--- config.mk ---
export PLATFORM = sky130hd
export DESIGN_NAME = instruction_decode
export DESIGN_NICKNAME = d
export VERILOG_FILES = /design/src/rtl/instruction_decode.sv
export SDC_FILE = /design/constraint.sdc
export NUM_CORES = 1
export LEC_CHECK = 0
export BUFFER_PORTS_ARGS = -buffer_cell sky130_fd_sc_hd__clkbuf_2
export CAP_MARGIN = 20
export CORE_MARGIN = 2
export CORE_UTILIZATION = 43
export CTS_BUF_LIST = sky130_fd_sc_hd__clkbuf_8
export CTS_CLUSTER_SIZE = 14
export DETAILED_ROUTE_END_ITERATION = 8
export PLACE_DENSITY_LB_ADDON = 0.15
export REMOVE_ABC_BUFFERS = 1
export SLEW_MARGIN = 15
export SYNTH_ARGS = -nofsm -noshare
export SYNTH_HDL_FRONTEND = slang
export SYNTH_SLANG_ARGS = --single-unit
export TNS_END_PERCENT = 10
--- constraint.sdc ---
create_clock -name clk -period 3.2 [get_ports clk]
set_clock_uncertainty 0.05 [all_clocks]
set_input_delay 0.32 -clock clk [delete_from_list [all_inputs] [get_ports clk]]
set_output_delay 0.32 -clock clk [all_outputs]
set_load 0.02 [all_outputs]
--- src/rtl/instruction_decode.sv ---
// -----------------------------------------------------------------------------
// instruction_decode
//
// Single-entry RV32I decode stage sitting directly in front of the register
// file. Fetched instructions arrive over a valid/ready handshake and are
// decoded into one registered output slot holding register indices and
// enables, the sign-extended immediate, the operation class and the funct
// pass-through fields. The slot's rs1/rs2 index and enable outputs drive the
// register file read ports directly, so operand data is valid in the same
// cycle as the bundle.
//
// Optional feature (macro DECODE_SCOREBOARD_EN):
//   defined   - a busy-bit scoreboard interlocks read-after-write hazards
//               against writes that have not yet reached the register file
//               write port (wbAddr_In / wbEnable_In).
//   undefined - no scoreboard; decValid_Out follows slot occupancy and the
//               write-port inputs are ignored.
//
// Ports:
//   clk, rst          clock, synchronous active-high reset
//   instValid_In      fetch offers an instruction
//   instReady_Out     decode can accept this cycle
//   inst_In, pc_In    instruction word and its address
//   flush_In          discard held and incoming instruction
//   decValid_Out      decoded bundle valid and hazard-free
//   decReady_In       execute accepts bundle
//   pc_Out            PC of the held instruction
//   rs1Addr_Out, rs2Addr_Out, rs1Enable_Out, rs2Enable_Out
//                     register file read indices and enables
//   rdAddr_Out, rdEnable_Out
//                     destination index, write enable (0 when rd = x0)
//   imm_Out           sign-extended immediate
//   opClass_Out       operation class
//   funct3_Out, funct7b5_Out
//                     pass-through instruction fields
//   wbAddr_In, wbEnable_In
//                     copy of the register file write port
// -----------------------------------------------------------------------------
module instruction_decode (
    input  logic        clk,
    input  logic        rst,
    input  logic        instValid_In,
    output logic        instReady_Out,
    input  logic [31:0] inst_In,
    input  logic [31:0] pc_In,
    input  logic        flush_In,
    output logic        decValid_Out,
    input  logic        decReady_In,
    output logic [31:0] pc_Out,
    output logic [4:0]  rs1Addr_Out,
    output logic [4:0]  rs2Addr_Out,
    output logic        rs1Enable_Out,
    output logic        rs2Enable_Out,
    output logic [4:0]  rdAddr_Out,
    output logic        rdEnable_Out,
    output logic [31:0] imm_Out,
    output logic [3:0]  opClass_Out,
    output logic [2:0]  funct3_Out,
    output logic        funct7b5_Out,
    input  logic [4:0]  wbAddr_In,
    input  logic        wbEnable_In
);

    typedef enum logic [3:0] {
        CLS_LUI      = 4'd0,
        CLS_AUIPC    = 4'd1,
        CLS_JAL      = 4'd2,
        CLS_JALR     = 4'd3,
        CLS_BRANCH   = 4'd4,
        CLS_LOAD     = 4'd5,
        CLS_STORE    = 4'd6,
        CLS_OP_IMM   = 4'd7,
        CLS_OP       = 4'd8,
        CLS_MISC_MEM = 4'd9,
        CLS_SYSTEM   = 4'd10,
        CLS_ILLEGAL  = 4'd15
    } op_class_e;

    typedef enum logic {
        SLOT_EMPTY,
        SLOT_HELD
    } slot_state_e;

    // -------------------------------------------------------------------------
    // Handshake and slot state
    // -------------------------------------------------------------------------
    slot_state_e state;
    slot_state_e state_next;

    logic held;
    logic hazard;
    logic fire_in;
    logic fire_out;
    logic load_slot;

    assign held          = (state == SLOT_HELD);
    assign decValid_Out  = held & ~hazard;
    assign fire_out      = decValid_Out & decReady_In;
    assign instReady_Out = ~rst & (~held | fire_out);
    assign fire_in       = instValid_In & instReady_Out;
    // A flush wins over an incoming instruction in the same cycle.
    assign load_slot     = fire_in & ~flush_In;

    always_ff @(posedge clk) begin
        // NOTE: state elements use non-blocking assignments so every flop
        // samples pre-edge values regardless of block evaluation order.
        if (rst) begin
            state <= SLOT_EMPTY;
        end else begin
            state <= state_next;
        end
    end

    always_comb begin
        // NOTE: every signal written here gets a default first so no path
        // leaves it unassigned, which would infer a latch.
        state_next = state;
        if (flush_In) begin
            state_next = SLOT_EMPTY;
        end else if (fire_in) begin
            // Covers the simultaneous drain-and-reload case: stays HELD.
            state_next = SLOT_HELD;
        end else if (fire_out) begin
            state_next = SLOT_EMPTY;
        end
    end

    // -------------------------------------------------------------------------
    // Combinational decode of the incoming word
    // -------------------------------------------------------------------------
    logic [31:0] imm_i;
    logic [31:0] imm_s;
    logic [31:0] imm_b;
    logic [31:0] imm_u;
    logic [31:0] imm_j;

    assign imm_i = {{20{inst_In[31]}}, inst_In[31:20]};
    assign imm_s = {{20{inst_In[31]}}, inst_In[31:25], inst_In[11:7]};
    assign imm_b = {{19{inst_In[31]}}, inst_In[31], inst_In[7],
                    inst_In[30:25], inst_In[11:8], 1'b0};
    assign imm_u = {inst_In[31:12], 12'h000};
    assign imm_j = {{11{inst_In[31]}}, inst_In[31], inst_In[19:12],
                    inst_In[20], inst_In[30:21], 1'b0};

    op_class_e   dec_class;
    logic        dec_rs1_en;
    logic        dec_rs2_en;
    logic        dec_rd_wr;
    logic        dec_rd_en;
    logic [31:0] dec_imm;

    always_comb begin
        dec_class  = CLS_ILLEGAL;
        dec_rs1_en = 1'b0;
        dec_rs2_en = 1'b0;
        dec_rd_wr  = 1'b0;
        dec_imm    = '0;
        // Compressed or otherwise malformed low bits stay ILLEGAL with all
        // enables off; the bundle is still delivered so execute can trap.
        if (inst_In[1:0] == 2'b11) begin
            case (inst_In[6:2])
                5'b01101: begin
                    dec_class = CLS_LUI;
                    dec_rd_wr = 1'b1;
                    dec_imm   = imm_u;
                end
                5'b00101: begin
                    dec_class = CLS_AUIPC;
                    dec_rd_wr = 1'b1;
                    dec_imm   = imm_u;
                end
                5'b11011: begin
                    dec_class = CLS_JAL;
                    dec_rd_wr = 1'b1;
                    dec_imm   = imm_j;
                end
                5'b11001: begin
                    dec_class  = CLS_JALR;
                    dec_rs1_en = 1'b1;
                    dec_rd_wr  = 1'b1;
                    dec_imm    = imm_i;
                end
                5'b11000: begin
                    dec_class  = CLS_BRANCH;
                    dec_rs1_en = 1'b1;
                    dec_rs2_en = 1'b1;
                    dec_imm    = imm_b;
                end
                5'b00000: begin
                    dec_class  = CLS_LOAD;
                    dec_rs1_en = 1'b1;
                    dec_rd_wr  = 1'b1;
                    dec_imm    = imm_i;
                end
                5'b01000: begin
                    dec_class  = CLS_STORE;
                    dec_rs1_en = 1'b1;
                    dec_rs2_en = 1'b1;
                    dec_imm    = imm_s;
                end
                5'b00100: begin
                    dec_class  = CLS_OP_IMM;
                    dec_rs1_en = 1'b1;
                    dec_rd_wr  = 1'b1;
                    dec_imm    = imm_i;
                end
                5'b01100: begin
                    dec_class  = CLS_OP;
                    dec_rs1_en = 1'b1;
                    dec_rs2_en = 1'b1;
                    dec_rd_wr  = 1'b1;
                end
                5'b00011: dec_class = CLS_MISC_MEM;
                5'b11100: dec_class = CLS_SYSTEM;
                default:  dec_class = CLS_ILLEGAL;
            endcase
        end
        // x0 is never written, so it must never mark a register busy.
        dec_rd_en = dec_rd_wr & (inst_In[11:7] != 5'd0);
    end

    // -------------------------------------------------------------------------
    // Output slot
    // -------------------------------------------------------------------------
    logic [31:0] pc_q;
    logic [4:0]  rs1_addr_q;
    logic [4:0]  rs2_addr_q;
    logic        rs1_en_q;
    logic        rs2_en_q;
    logic [4:0]  rd_addr_q;
    logic        rd_en_q;
    logic [31:0] imm_q;
    logic [3:0]  class_q;
    logic [2:0]  funct3_q;
    logic        funct7b5_q;

    always_ff @(posedge clk) begin
        if (rst) begin
            pc_q       <= '0;
            rs1_addr_q <= '0;
            rs2_addr_q <= '0;
            rs1_en_q   <= 1'b0;
            rs2_en_q   <= 1'b0;
            rd_addr_q  <= '0;
            rd_en_q    <= 1'b0;
            imm_q      <= '0;
            class_q    <= '0;
            funct3_q   <= '0;
            funct7b5_q <= 1'b0;
        end else if (load_slot) begin
            pc_q       <= pc_In;
            rs1_addr_q <= inst_In[19:15];
            rs2_addr_q <= inst_In[24:20];
            rs1_en_q   <= dec_rs1_en;
            rs2_en_q   <= dec_rs2_en;
            rd_addr_q  <= inst_In[11:7];
            rd_en_q    <= dec_rd_en;
            imm_q      <= dec_imm;
            class_q    <= dec_class;
            funct3_q   <= inst_In[14:12];
            funct7b5_q <= inst_In[30];
        end
    end

    assign pc_Out       = pc_q;
    assign rs1Addr_Out  = rs1_addr_q;
    assign rs2Addr_Out  = rs2_addr_q;
    assign rdAddr_Out   = rd_addr_q;
    assign imm_Out      = imm_q;
    assign opClass_Out  = class_q;
    assign funct3_Out   = funct3_q;
    assign funct7b5_Out = funct7b5_q;

    // Enables are gated by occupancy so an empty slot reads zeros from the
    // register file and never requests a write.
    assign rs1Enable_Out = held & rs1_en_q;
    assign rs2Enable_Out = held & rs2_en_q;
    assign rdEnable_Out  = held & rd_en_q;

    // -------------------------------------------------------------------------
    // Read-after-write scoreboard
    // -------------------------------------------------------------------------
`ifdef DECODE_SCOREBOARD_EN
    logic [31:1] busy;
    logic [31:0] busy_idx;

    // x0 is hardwired not-busy so the read index can address bit 0 directly.
    assign busy_idx = {busy, 1'b0};

    always_ff @(posedge clk) begin
        // NOTE: the busy bits are a small flop array, not a RAM, and must be
        // reset: a stale busy bit after reset would deadlock the interlock.
        if (rst) begin
            busy <= '0;
        end else begin
            for (int i = 1; i < 32; i++) begin
                // Issue of a new writer wins over retirement of the old one.
                if (fire_out && rdEnable_Out && (rdAddr_Out == 5'(i))) begin
                    busy[i] <= 1'b1;
                end else if (wbEnable_In && (wbAddr_In == 5'(i))) begin
                    busy[i] <= 1'b0;
                end
            end
        end
    end

    // Only source operands interlock; writeback is in order, so a busy rd
    // alone is harmless.
    assign hazard = (rs1Enable_Out & busy_idx[rs1Addr_Out])
                  | (rs2Enable_Out & busy_idx[rs2Addr_Out]);
`else
    // Hazards are resolved elsewhere; the write-port copy is not needed.
    logic unused_wb;
    assign unused_wb = &{1'b0, wbAddr_In, wbEnable_In};
    assign hazard    = 1'b0;
`endif

endmodule

Word level (Yosys, flattened, before mapping)
Cells that the tools add are included.
Storage, ports and cells
  bits in read-only memories: 0
  flip-flop bits (word level): 91
  output and inout bits: 92
  bits in writable memories: 0
  memories: 0
  latch bits: 0
Cells by class
  shifts and indexed selects: 0
  bitwise logic cells: 12
  $mul: 0
  magnitude comparators: 0
  equal/unequal tests: 11
  divide/modulo/power cells: 0
  muxes and demuxes: 12
  add/subtract/negate cells: 0
  reduce and logical (&&, ||, !) cells: 9
Operators by type and width (number)
  case mux 32 bit (5 select lines): 1
  case mux 4 bit (11 select lines): 1
  two-way mux 32 bit: 1
  equality test 5 bit, second input constant: 4
  equality test 5 x 4 -> 1 bit, second input constant: 3
  equality test 5 x 3 -> 1 bit, second input constant: 2
  bitwise AND 1 bit: 8
  two-way mux 1 bit: 8
  OR reduction 7 bit: 1
  OR reduction 3 bit: 2
  OR reduction 6 bit: 1
  equality test 5 x 2 -> 1 bit, second input constant: 1
  zero test 5 bit: 1
  nonzero test 5 bit: 1
  two-way mux 4 bit: 1
  OR reduction 2 bit: 2
  inverter 1 bit: 3
  equality test 2 bit, second input constant: 1
  nonzero test 2 bit: 1
  bitwise OR 1 bit: 1

Depth between registers and ports, before layout
Gate-level depths: netlist of the first run.
  depth after elaboration: 5
  depth in mapped cells: 8
  gate-level depth less buffers: 5

Least setup slack after synthesis of the first run
OpenSTA, ideal clock, no wires.
  path kind: input port to flip-flop
  start point: input port inst_In[3]
  end point: register imm_q[25], in the netlist imm_Out[25]
  path slack: 1.276 ns
  arrival time: 1.806 ns
  path buffers: 3
  library setup time: 0.069 ns
  cell stages on the path: 7
  required time: 3.081 ns
  cell sequence: buf_6 > or4_4 > a311o_1 > buf_6 > buf_6 > a21o_1 > a21oi_2
On the way
  longest elaborated chain between the ends: 4
  elaborated cells on any way between the ends: 12
RTL lines
  start: declaration: line 44  | input logic [31:0] inst_In,
  equality test 5 x 3 -> 1 bit (tied with other cells): line 161  | case (inst_In[6:2])
  OR reduction 3 bit (no line) or OR reduction 2 bit (tied branches)
  case mux 32 bit (5 select lines) (*): line 161
  two-way mux 32 bit (*): line 160  | if (inst_In[1:0] == 2'b11) begin
  end signal: assignment: line 258  | imm_q <= dec_imm;
  end: declaration: line 232  | logic [31:0] imm_q;
Mark *: on every way between the ends. The rest lies on a longest branch, timed or not.
A chain may end at the register's enable or synchronous reset.

Final worst setup path of the first run
  start point: input port rst
  end point: output port instReady_Out
On the way
  longest elaborated chain between the ends: 2
RTL lines
  start: declaration: line 41  | input logic rst,
  inverter 1 bit: line 99  | assign instReady_Out = ~rst & (~held | fire_out);
  bitwise AND 1 bit: line 99
  end: declaration: line 43  | output logic instReady_Out,
Every way passes these cells.

==> impl_metrics.tcl, run 1 <==
set metrics [dict create \
    nets 679 \
    ys_ff_latch 91 \
    comb_power_share_pct 11.1 \
    r2r_setup_slack_ns 1.17 \
    rows 33 \
    yosysSeqAreaShare_pct 49.73 \
    worstSetupPathType "input port to output pin" \
    hpwlAfterDp_um 7018 \
    synth_cell_type_count 42 \
    syn_inst 465 \
    gr-total-overflow 0 \
    critPathMaxFanout 48 \
    min_period_ns 2.066 \
    drive_gt1_share_pct 31.41 \
    finalCritPeriodShare_pct 64.57 \
    met2_length_um 4662 \
    multi_input_area_sq_mm 0.001682 \
    synthesis.area_sq_mm 0.003664 \
    root_buffer "clkbuf_8" \
    hold_ws_ns 0.1259 \
    hold_start "pc_In[29]" \
    dr_total_vias 3617 \
    antennaDiodeCount 0 \
    met3RoutedLength_um 763 \
    switching_power_mw 0.5643 \
    core_sq_mm 0.008258 \
    wl_per_cell_um 13.88 \
    hold_viol 0 \
    grtUsageTotal_pct 20.93 \
    cts_resized 0 \
    ir_worst_vdd_mv 0.2097 \
    numCtsBuffers 9 \
    p_clk_share_pct 34.9 \
    r2r-end "imm_Out[10]$_SDFFE_PP0P_" \
    ctsHoldBuffers 0 \
    sw_frac_of_total_pct 26.07 \
    tritoncts "yes" \
    initial_core_util_pct 44.36 \
    clockBufferDepth 2 \
    die_h_um 96.30 \
    seqCellArea_sq_mm 0.001822 \
    finalMaxSlewViolations 0 \
    startpoint_type "input port" \
    post-cts-setup-buffer-count 0 \
    r2r-start "decValid_Out$_SDFFE_PP0P_" \
    p_int_mw 1.600 \
    r2r_cells 5 \
    grt_pass1_vias 3133 \
    rsz0062_at_grt "false" \
    finalPower_mw 2.164 \
    grt_pass1_wl_um 14970 \
    die_w_um 96.30 \
    cp.required_ns 2.83 \
    drv_cap 0 \
    min_to "pc_Out[29]$_SDFFE_PP0P_" \
    clock-sinks 91 \
    ant_nets 0 \
    final_cell_mix "159 x clkbuf_2, 142 x nand2_1, 91 x dfxtp_1, 71 x a21oi_1, 26 x nor2_1" \
    slew_headroom_pct 42.45 \
    gp_congestion 0.8665 \
    dr.max_layer_used "met4" \
    setup_viol 0 \
    hold_class "input port to register" \
    p_leak_nw 1.951 \
    synth_warnings 0 \
    syn_area_per_cell_sq_um 7.879 \
    grt_max_degree 49 \
    ios 167 \
    port_buffers 160 \
    syn_to_final_growth_pct 27.94 \
    drc 0 \
    max_freq_mhz 484.0 \
    drt_iter0_drc 184 \
    layout_commonest_cell "clkbuf_2" \
    min_path_cells 3 \
    clk-insertion-delay-late_ns 0.34 \
    drt-met1-wl_um 4399 \
    fillers 838 \
    status "complete, no violations" \
    die_area_sq_mm 0.009274 \
    end_kind "output pin" \
    routed_via_density 5.073 \
    worst_pin_slew_ns 0.8616 \
    seqPwrFrac_pct 54.0 \
    h-tree-depth 3 \
    antenna_found_initial 0 \
    p_per_area_mw_per_mm2 461.8 \
    cp.arrival_ns 1.70 \
    finalWirelength_um 9897 \
    firstDrtPassIters 4 \
    clkTransAtPathRegs_ns 0.09 \
]
## registers in the layout, summed over array words and instances, names as in the netlist
signal        flops
imm_Out          32
pc_Out           32
rdAddr_Out        5
rs1Addr_Out       5
rs2Addr_Out       5
opClass_Out       4
funct3_Out        3
decValid_Out      1
funct7b5_Out      1
rd_en_q           1
rs1_en_q          1
rs2_en_q          1
## how the worst max path moves through the flow
| stage | slack, ns | to | depth (start not counted) | from |
|---|---|---|---|---|
| finish | 1.13 | instReady_Out | 5 | rst |
| global route | 0.95 | imm_Out[10]$_SDFFE_PP0P_ | 5 | decValid_Out$_SDFFE_PP0P_ |
| CTS | 1.03 | imm_Out[12]$_SDFFE_PP0P_ | 4 | decValid_Out$_SDFFE_PP0P_ |
| detailed placement | 0.69 | imm_Out[12]$_SDFFE_PP0P_ | 5 | inst_In[3] |
| global placement | 0.75 | imm_Out[1]$_SDFFE_PP0P_ | 6 | inst_In[3] |
| floorplan | -0.12 | imm_Out[25]$_SDFFE_PP0P_ | 5 | decValid_Out$_SDFFE_PP0P_ |
## area by class of cell
| type | instances | share of cell area, % |
|---|---|---|
| flip-flops and latches | 91 | 38.87 |
| multi-input cells | 334 | 35.88 |
| repair buffers | 166 | 18.21 |
| well taps | 105 | 2.803 |
| clock buffers | 9 | 2.643 |
| clock inverters | 6 | 1.442 |
| inverters | 2 | 0.1602 |
## logic make-up (layout without fill, tap and decap cells)
family	after synthesis	after routing	share of synthesized area (%)
buffers and inverters	40	183	4.747
xor gates and xnor gates	1	1	0.2391
and+or+nand+nor	198	198	22.71
AOI/OAI and AO/OA	135	135	22.58
DFF	91	91	49.73
## Yosys cell counts
library cell | instances | area (sq um)
nand3b_1 | 2 | 15.01
nand3_1 | 3 | 15.01
a31oi_1 | 2 | 12.51
buf_2 | 1 | 5.000
a21oi_2 | 6 | 52.55
or4_1 | 1 | 7.510
nor4_1 | 1 | 6.260
inv_1 | 2 | 7.510
nor2b_1 | 4 | 25.02
buf_6 | 3 | 33.78
nor3_1 | 2 | 10.01
nand4_1 | 1 | 6.260
a22oi_1 | 11 | 82.58
nor4b_1 | 1 | 8.760
dfxtp_1 | 91 | 1822
a21oi_1 | 71 | 355.3
a2111oi_0 | 1 | 8.760
a2111oi_2 | 1 | 15.01
a311o_1 | 1 | 10.01
or3_1 | 1 | 6.260
o21a_1 | 1 | 7.510
buf_1 | 6 | 22.52
o31ai_1 | 1 | 7.510
and3_1 | 1 | 6.260
and2_1 | 6 | 37.54
o22ai_1 | 1 | 6.260
o21ai_1 | 1 | 5.000
nand2_1 | 142 | 533.0
a21o_1 | 13 | 97.59
or4_4 | 1 | 11.26
o21ai_0 | 13 | 65.06
xor2_1 | 1 | 8.760
a2bb2oi_1 | 5 | 43.79
nand4b_1 | 1 | 8.760
a211oi_1 | 4 | 30.03
clkbuf_1 | 28 | 105.1
nor2_1 | 26 | 97.59
nand4bb_1 | 1 | 11.26
a311oi_1 | 2 | 17.52
nor3b_1 | 1 | 7.510
o32a_1 | 1 | 10.01
nand2b_1 | 3 | 18.77
## power by group through the flow
stage          registers [mW]  logic, mW  clock network, mW
6_report                 1.17      0.240              0.755
5_1_grt                  1.17      0.265              0.839
4_1_cts                  1.17      0.241              0.784
3_5_place_dp             1.20      0.241                  0
3_3_place_gp             1.19      0.238                  0
2_1_floorplan            1.23     0.0807                  0
## worst max-delay path, cell delays in order
cell and delay [ns]:
buf_2 0.15, buf_4 0.39, buf_4 0.52, nor2_1 0.12, clkbuf_2 0.18
## metal layers
layer / vias up / GRT usage, %
li1: 1844 / -
met1: 1647 / 26.87
met2: 120 / 33.62
met3: 6 / 5.012
met4: 0 / 8.803
met5: - / 0
## stage by stage
stage               setup WS [ns]  utilization (%)  instances  TNS [ns]  instance area, sq um
global placement           0.7539            54.26        697         0                  4481
global route               0.9487            56.76        713         0                  4687
detailed placement         0.6895            54.26        697         0                  4481
finish                      1.134            56.76        713         0                  4687
floorplan                 -0.1175                -        427    -2.187                  3497
CTS                         1.027            56.58        712         0                  4672
Note: power is estimated with default switching activity, not from simulation.
==> run 2: changes to the inputs <==
==> constraint.sdc (replaced) <==
create_clock -name clk -period 2.08 [get_ports clk]
set_clock_uncertainty 0.05 [all_clocks]
set_input_delay 0.208 -clock clk [delete_from_list [all_inputs] [get_ports clk]]
set_output_delay 0.208 -clock clk [all_outputs]
set_load 0.02 [all_outputs]
==> impl_metrics.tcl, run 2 (synthesis gave the netlist of run 1 again) <==
set metrics [dict create \
    final_core_util_pct 58.74 \
    startpoint_type "register" \
    p_per_area_mw_per_mm2 695.7 \
    grt_pass1_wl_um 15330 \
    drv_cap 0 \
    min_period_ns 1.670 \
    drive_gt1_share_pct 32.00 \
    post-cts-setup-buffer-count 0 \
    hpwlAfterDp_um 7180 \
    end_kind "register" \
    die_h_um 96.30 \
    hold_class "input port to register" \
    antennaDiodeCount 0 \
    finalPower_mw 3.375 \
    clk-insertion-delay-late_ns 0.34 \
    wl_per_cell_um 14.04 \
    clkTransAtPathRegs_ns 0.10 \
    h-tree-depth 3 \
    cpMaxStageDelayCell "nor3_1" \
    fillers 803 \
    finalCritPeriodShare_pct 80.29 \
    clock-sinks 91 \
    clockBufferDepth 2 \
    crit_buf_inv 1 \
    gr-total-overflow 0 \
    status "complete, no violations" \
    finalMaxSlewViolations 0 \
    final_cell_mix "159 x clkbuf_2, 142 x nand2_1, 91 x dfxtp_1, 71 x a21oi_1, 26 x nor2_1" \
    ios 167 \
    drc 0 \
    slowest_delay_ns 0.41 \
    firstDrtPassIters 6 \
    rows 33 \
    pre_cts_ws_ns 0.1221 \
    p_leak_nw 2.029 \
    port_buffers 160 \
    worst_pin_slew_ns 0.6060 \
    hold_ws_ns 0.01558 \
    seqCellArea_sq_mm 0.001822 \
    numCtsBuffers 9 \
    setup_viol 0 \
    gp_congestion 0.9278 \
    rsz0062_at_grt "false" \
    initial_core_util_pct 44.36 \
    core_sq_mm 0.008258 \
    cp.arrival_ns 1.84 \
    slew_headroom_pct 59.51 \
    cp.required_ns 2.24 \
    die_area_sq_mm 0.009274 \
    antenna_found_initial 0 \
    dr_total_vias 3677 \
    tritoncts "yes" \
    ant_nets 0 \
    worstSetupPathType "register to register" \
    crit_family "simple AND/OR/NAND/NOR gates" \
    tns_ns 0 \
    syn_to_final_growth_pct 32.41 \
    drt_iter0_drc 151 \
    cts_resized 0 \
    multi_input_area_sq_mm 0.001682 \
    hold_viol 0 \
    critPathMaxFanout 12 \
    layout_commonest_cell "clkbuf_2" \
    finalWirelength_um 10250 \
    layout_setup_ws_ns 0.4099 \
    ir_worst_vdd_mv 0.3373 \
    die_w_um 96.30 \
    grt_pass1_vias 3210 \
    cp_cell_sequence "nand2b_1 > nand3_4 > buf_4 > nor3_1 > a311oi_1" \
    root_buffer "clkbuf_8" \
    grt_max_degree 85 \
    max_freq_mhz 598.8 \
    grtUsageTotal_pct 21.24 \
    routed_via_density 5.037 \
    nets 696 \
]
run 2: report_power, final:
group,switching (mW),internal [mW]
sequential,0.0192,1.78
clock,0.626,0.551
combinational,0.245,0.154
run 2: per-layer routing:
metal	routed length (um)	vias up	track usage, %	part of all wire [%]
li1	-	1879	-	-
met1	4633	1676	27.74	45
met2	4805	108	34.32	47
met3	678	14	5.090	6.6
met4	129	0	7.394	1.3
met5	0	-	0	0
run 2: layout make-up:
cell class              instances  area share, %
flip-flops and latches         91          37.55
multi-input cells             334          34.67
repair buffers                183          21.00
well taps                     105          2.708
clock buffers                   9          2.554
clock inverters                 6          1.367
inverters                       2         0.1548
run 2: final timing paths:
path,startpoint,endpoint,slack [ns],depth (start not counted)
max,decValid_Out$_SDFFE_PP0P_,opClass_Out[1]$_SDFFE_PP0P_,0.41,5
min,pc_In[7],pc_Out[7]$_SDFFE_PP0P_,0.02,3
max reg2reg,decValid_Out$_SDFFE_PP0P_,opClass_Out[1]$_SDFFE_PP0P_,0.41,5
min reg2reg,pc_Out[10]$_SDFFE_PP0P_,pc_Out[10]$_SDFFE_PP0P_,0.41,2
run 2: stage by stage:
stage,area (sq um),instances
6_report,4851,730
5_1_grt,4851,730
4_1_cts,4831,728
3_5_place_dp,4581,707
3_3_place_gp,4581,707
2_1_floorplan,3497,427
run 2: worst register-to-register path, cell delays in order (launching register included):
cell	delay (ns)
dfxtp_1	0.36
nand2b_1	0.15
nand3_4	0.17
buf_4	0.24
nor3_1	0.41
a311oi_1	0.16
run 2: timing repair:
item	in CTS	in global routing
hold buffers	6	2
hold endpoints to repair	6	2
endpoints found under the setup margin	0	0
